[src/rtl/sixteen_to_four_event_encoder_pkg.sv]
`default_nettype none
// ============================================================================
// Module   : sixteen_to_four_event_encoder_pkg
// Brief    : Shared sizes and the index-to-one-hot helper for the event encoder.
// Revision : 1.0
// ============================================================================
package sixteen_to_four_event_encoder_pkg;

    localparam int N = 16;
    localparam int W = 4;

    function automatic logic [N-1:0] idx_to_onehot(input logic [W-1:0] idx);
        logic [N-1:0] oh;
        oh      = '0;
        oh[idx] = 1'b1;
        return oh;
    endfunction

endpackage
`default_nettype wire

[src/rtl/sixteen_to_four_event_encoder_four_to_two_priority_encoder.sv]
`default_nettype none
// ============================================================================
// Module   : four_to_two_priority_encoder
// Brief    : 4-bit highest-index-wins priority encoder with an any flag.
// Revision : 1.0
// ============================================================================
module four_to_two_priority_encoder (
    input  logic [3:0] bits,
    output logic [1:0] idx,
    output logic       any
);

    always_comb begin
        any = |bits;
        idx = 2'd0;
        if (bits[3])      idx = 2'd3;
        else if (bits[2]) idx = 2'd2;
        else if (bits[1]) idx = 2'd1;
    end

endmodule
`default_nettype wire

[src/rtl/sixteen_to_four_event_encoder.sv]
`default_nettype none
// ============================================================================
// Module   : sixteen_to_four_event_encoder
// Brief    : Buffers 16 event lines and issues their indices, highest first,
//            over a valid/ready handshake.
// Revision : 1.0
// ============================================================================
module sixteen_to_four_event_encoder
    import sixteen_to_four_event_encoder_pkg::*;
(
    input  logic         clk,
    input  logic         rst_n,
    input  logic         en,
    input  logic [N-1:0] req,
    output logic [W-1:0] code,
    output logic         valid,
    input  logic         ready,
    output logic         pending_any,
    output logic         overflow,
    input  logic         ovf_clr
);

    logic [N-1:0] r_pending;
    logic [W-1:0] r_code;
    logic         r_valid;
    logic         r_overflow;

    logic [1:0]   w_nib_idx [4];
    logic [3:0]   w_nib_any;
    logic [1:0]   w_hi_idx;
    logic         w_any;
    logic [W-1:0] w_sel;
    logic         w_load;
    logic [N-1:0] w_issue_oh;
    logic [N-1:0] w_req_en;

    // Two-level tree: one encoder per nibble, then one over the nibble flags.
    generate
        for (genvar gi = 0; gi < 4; gi++) begin : g_nibble
            four_to_two_priority_encoder u_nib (
                .bits (r_pending[4*gi +: 4]),
                .idx  (w_nib_idx[gi]),
                .any  (w_nib_any[gi])
            );
        end
    endgenerate

    four_to_two_priority_encoder u_top (
        .bits (w_nib_any),
        .idx  (w_hi_idx),
        .any  (w_any)
    );

    assign w_sel      = {w_hi_idx, w_nib_idx[w_hi_idx]};
    assign w_load     = en & (~r_valid | ready);
    assign w_issue_oh = (w_load & w_any) ? idx_to_onehot(w_sel) : '0;
    assign w_req_en   = req & {N{en}};

    always_ff @(posedge clk or negedge rst_n) begin
        if (!rst_n) begin
            r_pending  <= '0;
            r_code     <= '0;
            r_valid    <= 1'b0;
            r_overflow <= 1'b0;
        end else begin
            // A request landing on the bit being issued re-arms it as a fresh event.
            r_pending  <= (r_pending & ~w_issue_oh) | w_req_en;
            r_overflow <= (r_overflow & ~ovf_clr) | (|(w_req_en & r_pending & ~w_issue_oh));
            if (w_load) begin
                r_valid <= w_any;
                if (w_any) r_code <= w_sel;
            end
        end
    end

    assign code        = r_code;
    assign valid       = r_valid;
    assign overflow    = r_overflow;
    assign pending_any = |r_pending;

endmodule
`default_nettype wire

[config.mk]
export PLATFORM = sky130hd
export DESIGN_NAME = sixteen_to_four_event_encoder
export DESIGN_NICKNAME = d
export VERILOG_FILES = /design/src/rtl/sixteen_to_four_event_encoder_pkg.sv /design/src/rtl/sixteen_to_four_event_encoder_four_to_two_priority_encoder.sv /design/src/rtl/sixteen_to_four_event_encoder.sv
export SDC_FILE = /design/constraint.sdc
export NUM_CORES = 1
export LEC_CHECK = 0
export CORE_MARGIN = 8
export CORE_UTILIZATION = 54
export CTS_BUF_LIST = sky130_fd_sc_hd__clkbuf_16
export DETAILED_ROUTE_END_ITERATION = 6
export PLACE_DENSITY = 0.85
export SYNTH_ARGS = -nofsm -noshare
export SYNTH_HDL_FRONTEND = slang
export SYNTH_SLANG_ARGS = --single-unit
[constraint.sdc]
create_clock -name clk -period 3.51 [get_ports clk]
set_input_delay 1.053 -clock clk [delete_from_list [all_inputs] [get_ports clk]]
set_output_delay 1.053 -clock clk [all_outputs]
set_load 0.03 [all_outputs]
==> flow_summary.ini, run 1 <==
[clock_network]
cts.sinks = 22
path_clk_slew_ps = 60
clockBufferDepth = 2
insertion_delay_ps = 260
cts_buffers = 3
htree_num_levels = 1
ctsRootBufferMaster = clkbuf_16
cts_tree = done

[timing]
skew_ps = 3.39
finalSetupTns_ps = 0
setup_viol = 0
slew_headroom = 0.564
rsz0062_at_grt = false
final-hold-violation-count = 0
worst_pin_slew_ps = 651
drv_slew = 0
fmax_ghz = 0.291
fin_crit_sh = 0.978
post-route-min-period_ps = 3430

[synth]
syn_nets = 187
synth_cell_types = 37
synth_top_cell_area_share = 0.416
yosysWarnings = 0
syn-cell-area_sq_um = 1320
synth-edff-count = 0
async_flop_share = 1.00
ys_ff_latch = 22
synthFlopType = dfrtp_1
synthCells = 166
post-synth-top-count-cell = nand2_1
syn_avg_cell_area_sq_um = 7.97
synthTopCellsByCount = nand2_1, dfrtp_1, o21ai_0
yosysTopAreaCell = dfrtp_1
synth_area_leaders = dfrtp_1, nand2_1, o21ai_0
ys_seq_area_frac = 0.416

[floorplanning]
die_area_sq_um = 4290
die_w_um = 65.5
core-area_sq_um = 2390
die_y_um = 65.5
ioPinCount = 28
rows = 18
start_util = 0.554

[grt]
gr-usage-met1 = 0.221
grt_max_degree = 29
grt_pass1_vias = 1378
grtUsageMet3 = 0.0425
met2_usage = 0.294
antenna_found_initial = 0
grt_pass1_wl_um = 6260
top_usage_layer = met2
gr-usage-all-layers = 0.180
grt-ovfl-total = 0

[placed_design]
gp_congestion = 1.00
dp_hpwl_um = 2850
port_buffers = 27

[routing]
drc = 0
vias_per_cell = 6.33
ant_nets = 0
drtIter0Drc = 90
dr.pass1.iters = 4
routed_wl_um = 3770
wl_per_cell_um = 16.8
num_vias = 1417

[setup_path]
critPathKind = reg2out
cp_max_fo = 5
crit_path_end_kind = output pin
crit_path_start_kind = flip-flop
rrSetupSlack_ps = 880
required_ps = 2460
arrival_ps = 2380

[power_and_ir_drop]
p_leak_nw = 0.669
irDropWorstVdd_mv = 0.344
p_per_area_nw_per_um2 = 428

[status]
status = finished, final reports clean

[finish]
drive_gt1_frac = 0.0722
fin_nets = 216
diodes = 0
fin_util = 0.716
syn_to_final_growth_pct = 29.2

[run]
cap_violations = 0

[min_path]
worstHoldPathType = reg2reg
-- cell families (layout without fill, tap and decap cells) --
| family | Yosys count | in the layout | synth area share |
|---|---|---|---|
| buffers and inverters | 11 | 39 | 0.0331 |
| and+or+nand+nor | 82 | 82 | 0.289 |
| DFF | 22 | 22 | 0.416 |
| AOI/OAI and AO/OA | 51 | 51 | 0.261 |
-- cell usage in the layout (no fill, tap or decap), drive strengths merged, types with 3 or more instances in the layout --
cell           count
a21oi              6
a22o               4
a31oi              3
buf                3
clkbuf             3
clkdlybuf4s50     27
dfrtp             22
inv                5
nand2             43
nand2b             3
nand3              7
nor2              14
nor4               4
o21ai             19
o31ai              3
or4                3
-- worst paths after layout --
check,startpoint,to,cells after the start
worst max-delay path,r_pending[13],pending_any,4
worst min-delay path,code[0],code[0],2
worst max register to register,r_pending[13],overflow,7
worst min register to register,code[0],code[0],2
max in group asynchronous,rst_n,r_pending[6],2
min in group asynchronous,rst_n,r_pending[9],2
-- repair_timing --
| item | in CTS | in global routing |
|---|---|---|
| buffers inserted | 0 | 0 |
| hold buffers | 0 | 0 |
| setup endpoints to repair | 0 | 1 |
| resized for setup | 0 | 1 |
-- through the flow --
| step | std cells | total power, mW | hold slack, ps | setup WS, ps | area (sq um) |
|---|---|---|---|---|---|
| floorplan | 166 | 0.408 | 481 | 952 | 1320 |
| global placement | 220 | 0.484 | 463 | 330 | 1630 |
| detailed placement | 220 | 0.490 | 471 | 276 | 1630 |
| CTS | 224 | 0.730 | 484 | 8.46 | 1710 |
| global route | 224 | 0.764 | 515 | 33.3 | 1710 |
| finish | 224 | 0.731 | 480 | 78.8 | 1710 |
-- critical path, stage by stage (launching register included) --
cell	delay [ps]
dfrtp_1	430
or4_4	590
nor2_2	240
nand4_1	200
clkdlybuf4s50_1	660
-- per-layer routing --
metal	vias to the layer above	routed length [um]
li1	665	-
met1	662	1530
met2	77	1770
met3	13	368
met4	0	99
met5	-	0
-- state kept, by name, summed over array words and instances, names as in the netlist --
register,cells
r_pending,16
code,4
overflow,1
valid,1
-- report_power, final --
group	total (mW)	leakage [nW]	internal, mW	switching, mW
registers	0.294	0.210	0.274	0.0203
clock network	0.242	0.0385	0.152	0.0900
logic	0.195	0.420	0.0790	0.116
total	0.731	0.669	0.505	0.226
-- layout make-up --
cell class,instances,area (sq um)
Clock buffer,3,75.1
Tap cell,30,37.5
Fill cell,197,678
Clock inverter,1,3.75
Sequential cell,22,551
Multi-Input combinational cell,133,731
Inverter,5,18.8
Timing Repair Buffer,30,293
No activity file was read; power rests on OpenSTA's default activity.
==> run 2, diff against run 1 <==
- CORE_MARGIN: 8 -> 4
- CTS_CLUSTER_DIAMETER: not set -> 30
==> flow_summary.ini, run 2 (synthesized netlist as in run 1, its figures left out) <==
[timing]
worst_pin_slew_ps = 656
post-route-min-period_ps = 3440
finalSetupTns_ps = 0
setup_viol = 0
fmax_ghz = 0.291
slew_headroom = 0.561
final-hold-violation-count = 0
rsz0062_at_grt = false
fin_crit_sh = 0.980
skew_ps = 1.09
drv_slew = 0

[routing]
vias_per_cell = 6.32
ant_nets = 0
num_vias = 1403
drc = 0
wl_per_cell_um = 16.4
routed_wl_um = 3640
dr.pass1.iters = 4
drtIter0Drc = 95

[setup_path]
critPathMaxStageDelay_ps = 630
crit_path_start_kind = flip-flop
critical_path.cell_chain = or4_4 -> nor2_1 -> nand4_1 -> clkdlybuf4s50_1
rrSetupSlack_ps = 800
r2r_cells = 7
cp_max_fo = 5
required_ps = 2460
slowest_stage = clkdlybuf4s50_1
critPathKind = reg2out
r2r-end = overflow
crit_path_end_kind = output pin
regToRegStartpoint = r_pending[13]
arrival_ps = 2390

[finish]
layout_commonest_cell = nand2_1
drive_gt1_frac = 0.0670
syn_to_final_growth_pct = 28.9
fin_util = 0.749
seq_area_sq_um = 551
multi_input_area_sq_um = 728
regMostFlops = r_pending
diodes = 0
final_cells = 222
fin_nets = 216
largest_register_ffs = 16
fill_cells = 181
final_cell_mix = nand2_1, clkdlybuf4s50_1, dfrtp_1

[grt]
grt-ovfl-total = 0
gr-usage-all-layers = 0.233
grt_pass1_vias = 1290
grt_max_degree = 29
grt_pass1_wl_um = 5980
antenna_found_initial = 0

[floorplanning]
die_w_um = 57.5
start_util = 0.581
die_y_um = 57.5
die_area_sq_um = 3310
ioPinCount = 28
rows = 17
core-area_sq_um = 2280

[clock_network]
insertion_delay_ps = 250
path_clk_slew_ps = 60
htree_num_levels = 1
holdBufCountCts = 0
cts_tree = done
cts_buffers = 3
postCtsSetupBuffers = 0
cts-resized-gates = 0
cts.sinks = 22
clockBufferDepth = 2
ctsRootBufferMaster = clkbuf_16

[placed_design]
port_buffers = 27
dp_cells = 218
dp_hpwl_um = 2710
gp_congestion = 0.966

[run]
cap_violations = 0

[min_path]
holdPathStages = 2
min_delay_worst_endpoint = code[1]
worstHoldPathType = reg2reg
hold_path.startpoint = code[1]

[power_and_ir_drop]
irDropWorstVdd_mv = 0.391
p_per_area_nw_per_um2 = 428
p_leak_nw = 0.669

[status]
status = finished, final reports clean
-- run 2: cell count changes in the layout (fill, tap and decap cells not counted) --
cell    change
nor2_1      +1
nor2_2      -1
-- run 2: final cells by class --
cell class	instances	share of cell area
Tap cell	28	0.0206
Timing Repair Buffer	30	0.172
Sequential cell	22	0.323
Inverter	5	0.0110
Clock buffer	3	0.0441
Clock inverter	1	0.00220
Multi-Input combinational cell	133	0.427
-- run 2: report_power, final --
group | leakage (nW) | internal (mW) | switching, mW | total (mW)
Sequential | 0.210 | 0.274 | 0.0195 | 0.293
Clock | 0.0385 | 0.152 | 0.0907 | 0.243
Combinational | 0.420 | 0.0790 | 0.115 | 0.194
-- run 2: how the worst max path moves through the flow --
stage / startpoint / slack, ps / end
5_1_grt: r_pending[15] / 20 / pending_any
2_1_floorplan: r_pending[13] / 950 / pending_any
3_3_place_gp: r_pending[13] / 400 / pending_any
6_report: r_pending[13] / 70 / pending_any
3_5_place_dp: r_pending[13] / 360 / pending_any
4_1_cts: r_pending[13] / 90 / pending_any
-- run 2: metrics by stage --
stage	total power [mW]	instance area (sq um)	setup slack (ps)	hold WS, ps
floorplan	0.408	1320	952	481
global placement	0.486	1630	398	463
detailed placement	0.489	1630	363	471
CTS	0.732	1700	90.5	484
global route	0.764	1700	23.3	516
finish	0.730	1700	68.8	478
-- run 2: worst max-delay path: cells and delay by family, from the launching register on --
kind	cells	cell delay, ps
AND/OR/NAND/NOR	3	1080
buffers and inverters	1	630
flip-flops	1	420
-- run 2: per-layer routing --
layer / vias to the layer above / share of wire / track usage
li1: 661 / - / -
met1: 659 / 0.43 / 0.320
met2: 65 / 0.46 / 0.348
met3: 18 / 0.069 / 0.0362
met4: 0 / 0.040 / 0.126
met5: - / 0 / 0
